**src/rtl/operand_scoreboard_ctrl.sv**
```systemverilog
// Operand scoreboard and hazard control for the decode/fetch-operand stage.
// Tracks busy registers, gates issue on RAW/WAW, and sequences halt/drain.
module operand_scoreboard_ctrl #(
    parameter int NREGS       = 16,
    parameter int STALL_LIMIT = 255
) (
    input  logic             clk,
    input  logic             rst_n,
    input  logic             dec_valid,
    input  logic [3:0]       srcReg1,
    input  logic [3:0]       srcReg2,
    input  logic [3:0]       nextDestReg,
    input  logic             dec_rd1,
    input  logic             dec_rd2,
    input  logic             dec_wr,
    input  logic             halt_req,
    input  logic             wb_valid,
    input  logic [3:0]       wb_reg,
    output logic             inuse1,
    output logic             inuse2,
    output logic             issue,
    output logic             stall,
    output logic             halted,
    output logic [NREGS-1:0] busy_vec,
    output logic [7:0]       stall_cycles,
    output logic             stall_timeout
);

    typedef enum logic [1:0] {
        RUN    = 2'd0,
        DRAIN  = 2'd1,
        HALTED = 2'd2
    } state_t;

    localparam logic [7:0] LIMIT = 8'(STALL_LIMIT);

    state_t           state_q, state_d;
    logic [NREGS-1:0] busy_q, busy_d;
    logic [7:0]       cnt_q, cnt_d;
    logic             timeout_q, timeout_d;
    logic             halted_q, halted_d;

    logic [NREGS-1:0] clr;
    logic [NREGS-1:0] set;
    logic [NREGS-1:0] eff_busy;
    logic             raw;
    logic             waw;
    logic             hazard;
    logic             run;

    // Writeback bypass: a register written this cycle reads as free.
    always_comb begin
        clr = '0;
        if (wb_valid) begin
            clr[wb_reg] = 1'b1;
        end
        eff_busy = busy_q & ~clr;
        inuse1   = eff_busy[srcReg1];
        inuse2   = eff_busy[srcReg2];
        raw      = (dec_rd1 & inuse1) | (dec_rd2 & inuse2);
        waw      = dec_wr & eff_busy[nextDestReg];
        hazard   = raw | waw;
        run      = (state_q == RUN);
        issue    = run & dec_valid & ~hazard;
        stall    = (run & dec_valid & hazard) | ~run;
    end

    // New writer owns the register even when it is retired this cycle.
    always_comb begin
        set = '0;
        if (issue && dec_wr) begin
            set[nextDestReg] = 1'b1;
        end
        busy_d = eff_busy | set;
    end

    always_comb begin
        cnt_d     = cnt_q;
        timeout_d = timeout_q;
        if (run) begin
            if (issue) begin
                cnt_d = 8'd0;
            end else if (stall) begin
                if (cnt_q != 8'hff) begin
                    cnt_d = cnt_q + 8'd1;
                end
                if (cnt_d == LIMIT) begin
                    timeout_d = 1'b1;
                end
            end
        end
    end

    always_comb begin
        state_d = state_q;
        unique case (state_q)
            RUN: begin
                if (halt_req) begin
                    state_d = DRAIN;
                end
            end
            DRAIN: begin
                if (busy_d == '0) begin
                    state_d = HALTED;
                end
            end
            HALTED: begin
                state_d = HALTED;
            end
            default: begin
                state_d = RUN;
            end
        endcase
        halted_d = (state_d == HALTED);
    end

    always_ff @(posedge clk or negedge rst_n) begin
        if (!rst_n) begin
            state_q   <= RUN;
            busy_q    <= '0;
            cnt_q     <= 8'd0;
            timeout_q <= 1'b0;
            halted_q  <= 1'b0;
        end else begin
            state_q   <= state_d;
            busy_q    <= busy_d;
            cnt_q     <= cnt_d;
            timeout_q <= timeout_d;
            halted_q  <= halted_d;
        end
    end

    assign busy_vec      = busy_q;
    assign stall_cycles  = cnt_q;
    assign stall_timeout = timeout_q;
    assign halted        = halted_q;

endmodule
```
**config.mk**
```make
export PLATFORM = sky130hd
export DESIGN_NAME = operand_scoreboard_ctrl
export DESIGN_NICKNAME = d
export VERILOG_FILES = /design/src/rtl/operand_scoreboard_ctrl.sv
export SDC_FILE = /design/constraint.sdc
export NUM_CORES = 1
export LEC_CHECK = 0
export BUFFER_PORTS_ARGS = -buffer_cell sky130_fd_sc_hd__buf_2
export CORE_UTILIZATION = 54
export DETAILED_ROUTE_END_ITERATION = 16
export HOLD_SLACK_MARGIN = 0.03
export PLACE_DENSITY = 0.81
export SLEW_MARGIN = 20
export SYNTH_ARGS = -nofsm -noshare
export SYNTH_HDL_FRONTEND = slang
export SYNTH_SLANG_ARGS = --single-unit
export TNS_END_PERCENT = 5
```
**constraint.sdc**
```tcl
create_clock -name clk -period 2.25 [get_ports clk]
set_input_delay 0.225 -clock clk [delete_from_list [all_inputs] [get_ports clk]]
set_output_delay 0.225 -clock clk [all_outputs]
set_load 0.005 [all_outputs]
```
# Word-level counts from Yosys, hierarchy flattened
# Index checks and enable logic that the tools add are counted.
dict set report word_totals {
  ff_bits 28
  input_bits 24
  wordCells 61
  out_inout_bits 30
}
dict set report op_classes {
  order_cmp 6
  muxes 21
  eq_ne 5
  add_sub_neg 1
  reduce_logical 8
  bitwise_logic 15
}
# op count
set op_table {}
lappend op_table {{$mux W8} 6}
lappend op_table {{$mux W16} 2}
lappend op_table {{$lt A4 B5 Y1 const B} 4}
lappend op_table {{$and A16 B16 Y16} 1}
lappend op_table {{$logic_not A16 Y1} 1}
lappend op_table {{$not A16 Y16} 1}
lappend op_table {{$or A16 B16 Y16} 1}
lappend op_table {{$bmux W1 S4} 3}
lappend op_table {{$add A8 B1 Y8 const B} 1}
lappend op_table {{$demux W1 S4} 2}
lappend op_table {{$eq A8 B8 Y1 const B} 1}
lappend op_table {{$ge A4 B1 Y1 const B} 2}
lappend op_table {{$ne A8 B8 Y1 const B} 1}
lappend op_table {{$and A1 B1 Y1} 6}
lappend op_table {{$pmux W2 S3} 1}
lappend op_table {{$mux W1} 5}
lappend op_table {{$eq A2 B2 Y1 const B} 2}
lappend op_table {{$mux W2} 2}
lappend op_table {{$reduce_and A4 Y1} 1}
lappend op_table {{$logic_and A1 B1 Y1} 3}
lappend op_table {{$not A1 Y1} 3}
lappend op_table {{$or A1 B1 Y1} 3}
lappend op_table {{$eq A2 B1 Y1 const B} 1}
lappend op_table {{$logic_not A2 Y1} 1}
lappend op_table {{2 further kinds} 2}

# Longest topological paths before layout
dict set report logic_depth {
  ltp_word 21
  mapped_depth 10
  depth_no_buf 9
}

# Worst setup path after synthesis
# Ideal clock, no wire load.
dict set report synth_path {
  kind {register to register}
  startpoint {register cnt_q[0] (netlist: stall_cycles[0])}
  endpoint {register timeout_q (netlist: stall_timeout)}
  path_slack_ps 189
  synth_period_minus_slack_ps 2061
  stages_incl_launch_ff 10
  setup_ps 66
  path_buffers 0
  arrival_time_ps 1995
  t_required_ps 2184
  cell_sequence {dfrtp_1 > ha_1 > nand2_1 > nor2_1 > and2_0 > nand3_1 > a21oi_1 > a21oi_1 > nor4_1 > a41o_1}
}
dict set report synth_between {
  elab_chain_cells 7
  word_cells_on_any_way 8
  classes_between {1 x add/sub; 2 x eq/ne; 4 x mux; 1 x reduce/logical}
}
# item line_no
set synth_rtl {}
lappend synth_rtl {{start, declared} 39} ;# logic [7:0] cnt_q, cnt_d;
lappend synth_rtl {{start signal, assigned} 127} ;# cnt_q <= cnt_d;
lappend synth_rtl {{$add A8 B1 Y8 / $ne A8 B8 Y1 (equally long branches)} {85, 84}}
lappend synth_rtl {{$mux W8 *} 84} ;# if (cnt_q != 8'hff) begin
lappend synth_rtl {{$mux W8 *} 83} ;# end else if (stall) begin
lappend synth_rtl {{$mux W8 *} 81} ;# if (issue) begin
lappend synth_rtl {{$mux W8 *} 80} ;# if (run) begin
lappend synth_rtl {{$eq A8 B8 Y1 *} 87} ;# if (cnt_d == LIMIT) begin
lappend synth_rtl {{$reduce_and A4 Y1 (no line) *} -}
lappend synth_rtl {{end signal, assigned} 128} ;# timeout_q <= timeout_d;
lappend synth_rtl {{end, declared} 40} ;# logic timeout_q, timeout_d;
# Every way passes the cells marked *; elsewhere a longest branch is shown, timed or not. The select of a mux whose other input is x is not followed.
# A chain may end at the register's enable or synchronous reset.

# Final worst setup path
dict set report layout_path {
  startpoint {register busy_q[12] (netlist: busy_vec[12])}
  endpoint {output issue}
}
dict set report layout_between {
  elab_chain_cells 8
  word_cells_on_any_way 14
  classes_between {6 x mux; 8 x bitwise}
}
# item line_no
set layout_rtl {}
lappend layout_rtl {{start, declared} 38} ;# logic [NREGS-1:0] busy_q, busy_d;
lappend layout_rtl {{start signal, assigned} 126} ;# busy_q <= busy_d;
lappend layout_rtl {{$and A16 B16 Y16 *} 57} ;# eff_busy = busy_q & ~clr;
lappend layout_rtl {{$bmux W1 S4 (on tied branches)} {58, 59}}
lappend layout_rtl {{$mux W1 (on tied branches)} {58, 59}}
lappend layout_rtl {{$and A1 B1 Y1} 60} ;# raw = (dec_rd1 & inuse1) | (dec_rd2 & inuse2);
lappend layout_rtl {{$or A1 B1 Y1} 60}
lappend layout_rtl {{$or A1 B1 Y1 *} 62} ;# hazard = raw | waw;
lappend layout_rtl {{$not A1 Y1 *} 64} ;# issue = run & dec_valid & ~hazard;
lappend layout_rtl {{$and A1 B1 Y1 *} 64}
lappend layout_rtl {{end, declared} 21} ;# output logic issue,
# Marks and branches as above.

==> impl_metrics.py <==
metrics = {
    "run": {
        "maxCapViolations": 0,
    },
    "detailed_routing": {
        "final_antenna_net_count": 0,
        "routed_via_density": 6.83,
        "drt_iter0_markers": 263,
        "dr.pass1.iters": 6,
        "wl_per_cell_um": 19.9,
        "wl_mm": 7.74,
        "via_count": 2657,
        "drc_errors": 0,
    },
    "global_routing": {
        "grt_pass1_vias": 2447,
        "antenna_found_initial": 0,
        "grt_usage_pct": 36.4,
        "grt_pass1_wl_mm": 11.7,
        "gr-total-overflow": 0,
        "grt_max_degree": 29,
    },
    "placement": {
        "placed_area_um2": 2730,
        "globalplace.congestion": 0.999,
        "port_buffers": 53,
        "hpwl_mm": 5.31,
        "post-place-ws_ns": -0.244,
    },
    "floorplan": {
        "die_x_um": 65.2,
        "io_pins": 54,
        "die_height_um": 65.2,
        "start_util_pct": 57.7,
        "core_area_um2": 3740,
        "num_rows": 22,
        "die-area_um2": 4260,
    },
    "logic_synthesis": {
        "ys_seq_area_share_pct": 32.4,
        "syn_avg_cell_area_um2": 9.04,
        "synth_edf_count": 0,
        "syn_nets": 264,
        "synthFlopType": "dfrtp_1",
        "synth_warnings": 0,
        "netlist_area_um2": 2160,
        "synthDistinctLibCells": 67,
        "synthCells": 239,
        "async_reset_ff_share_pct": 100,
        "yosys_register_bits": 28,
    },
    "worst_setup_path": {
        "critPathLaunch": "busy_vec[12]",
        "cp_data_required_time_ns": 2.03,
        "crit-reg2reg-launch": "busy_vec[13]",
        "startpoint_type": "flop",
        "critPathKind": "reg -> out",
        "cp-end-kind": "primary output",
        "cp_max_fo": 3,
        "cp.arrival_ns": 2.18,
    },
    "timing": {
        "hold_viol": 0,
        "tightest_slew_ns": 0.640,
        "rsz0062_at_grt": "true",
        "slew_headroom_pct": 57.3,
        "min_period_ns": 2.40,
        "maxSlewViolCount": 0,
        "setup_violations": 4,
        "clock.fmax_mhz": 417,
        "fin_skew_ns": 0.00977,
        "worst_slack_ns": -0.151,
        "min_period_over_period_pct": 107,
    },
    "final_layout": {
        "nNetsFinal": 367,
        "num-fill-cells": 222,
        "final_layout_size_suffix_gt1_share_pct": 45.5,
        "syn_to_final_growth_pct": 43.4,
        "n_antenna_cell": 0,
        "stdcell_area_um2": 3100,
    },
    "clock_network": {
        "clock-root-buffer": "clkbuf_8",
        "cts.clk_slew.worst_paths_ns": 0.09,
        "numCtsBuffers": 3,
        "clkSinkCount": 28,
        "h-tree-depth": 1,
        "cts.path.max_buffers": 2,
        "clk_latency_ns": 0.28,
        "cts_tree": "done",
    },
    "pwr": {
        "p_leak_nw": 1.46,
        "ir_drop_uv": 551,
        "power_density_nw_per_um2": 708,
    },
    "hold_path": {
        "hp-start": "halt_req",
        "hold_class": "in -> reg",
    },
    "outcome": {
        "status": "finished with violations",
        "violations": "setup timing",
    },
}
logic make-up (layout without fill, tap and decap cells):
family	after synthesis	after routing	share of synthesized area, %
AO/OA/AOI/OAI	98	98	35.7
XOR/XNOR	1	1	0.406
adder cells (fa/ha/maj)	1	1	0.579
buffers and inverters	20	122	4.40
flip-flops	28	28	32.4
multiplexers	13	13	6.20
AND/OR/NAND/NOR	78	78	20.3
worst max-delay path, cell delays in order (launching register included):
cell and delay (ns):
dfrtp_1 0.44, o21ai_4 0.09, mux2_2 0.27, and3_4 0.18, o31a_1 0.33, o211ai_4 0.24
nand2b_4 0.20, inv_4 0.05, buf_6 0.11
synthesized netlist by cell type, drive strengths merged (3+ instances only):
master	count	area share, %
a41o	3	1.4
inv	9	1.6
nand4	4	1.2
o2111ai	11	4.5
nand3b	3	1.2
mux2	3	1.6
buf	8	2.3
o41ai	4	3.0
nand2	18	3.1
nor2	15	2.6
o211ai	14	5.3
nand3	9	2.3
a21boi	3	1.0
and3	3	0.87
nor2b	4	1.2
or2	5	1.6
nand2b	5	1.9
clkbuf	3	0.52
dfrtp	28	32
mux2i	10	4.6
a21oi	15	3.5
o21ai	27	7.8
timing repair:
| action | in CTS | in global routing |
|---|---|---|
| setup endpoints to repair | 4 | 13 |
| pin swaps | 10 | 12 |
| hold buffers | 1 | 0 |
| resized for setup | 20 | 22 |
| endpoints found under the hold margin | 28 | 0 |
| buffers inserted | 10 | 4 |
layout make-up:
type | instances | area [um^2] | share of cell area (%)
multi-input cells | 191 | 1500 | 48.6
inverters | 9 | 36.3 | 1.17
repair buffers | 109 | 724 | 23.4
flip-flops and latches | 28 | 701 | 22.6
clock buffers | 3 | 41.3 | 1.33
clock inverters | 1 | 30.0 | 0.970
well taps | 48 | 60.1 | 1.94
state kept, by name, summed over array words and instances (netlist names):
signal         count
stall_timeout      1
state_q            2
stall_cycles       8
halted             1
busy_vec          16
cell usage in the layout (no fill, tap or decap), types with 8 or more instances in the layout:
cell type / count
a21oi_1: 15
buf_2: 49
buf_4: 53
dfrtp_1: 28
inv_1: 8
mux2i_1: 10
nand2_1: 17
nand3_1: 8
nor2_1: 15
o2111ai_1: 9
o211ai_1: 12
o21ai_1: 11
o21ai_2: 8
worst paths after layout:
| kind | endpoint | slack (ns) | cells after the start |
|---|---|---|---|
| worst max-delay path | issue | -0.15 | 8 |
| worst min-delay path | state_q[0] | 0.20 | 3 |
| worst max register to register | busy_vec[1] | 0 | 9 |
| worst min register to register | stall_timeout | 0.49 | 1 |
| max in group asynchronous | busy_vec[4] | 1.34 | 2 |
| min in group asynchronous | stall_timeout | 0.49 | 2 |
per-layer routing:
| metal | GRT usage, % | vias up | part of all wire, % |
|---|---|---|---|
| met4 | 17.1 | 0 | 5.4 |
| met1 | 46.3 | 1232 | 37 |
| met3 | 4.69 | 62 | 10 |
| met2 | 60.8 | 216 | 47 |
| met5 | 0 | - | 0 |
| li1 | - | 1147 | - |
power by group:
group | total, W | leakage (nW) | switching [W] | internal (W)
Clock | 0.000406 | 0.0357 | 0.000167 | 0.000238
Sequential | 0.000736 | 0.379 | 0.000127 | 0.000609
Combinational | 0.00105 | 1.05 | 0.000542 | 0.000508
Total | 0.00219 | 1.46 | 0.000836 | 0.00136
through the flow:
step	power, W	hold slack [ns]	cells	TNS (ns)	utilization [%]
6_report	0.00219	0.202	389	-0.354	82.7
5_1_grt	0.00229	0.224	389	-1.11	82.7
4_1_cts	0.00209	0.200	385	-0.157	79.1
3_5_place_dp	0.00162	0.280	370	-3.01	73.0
3_3_place_gp	0.00160	0.274	370	-1.88	73.0
2_1_floorplan	0.00119	-0.0706	239	0	-
Power figures use the tool's default switching activity.
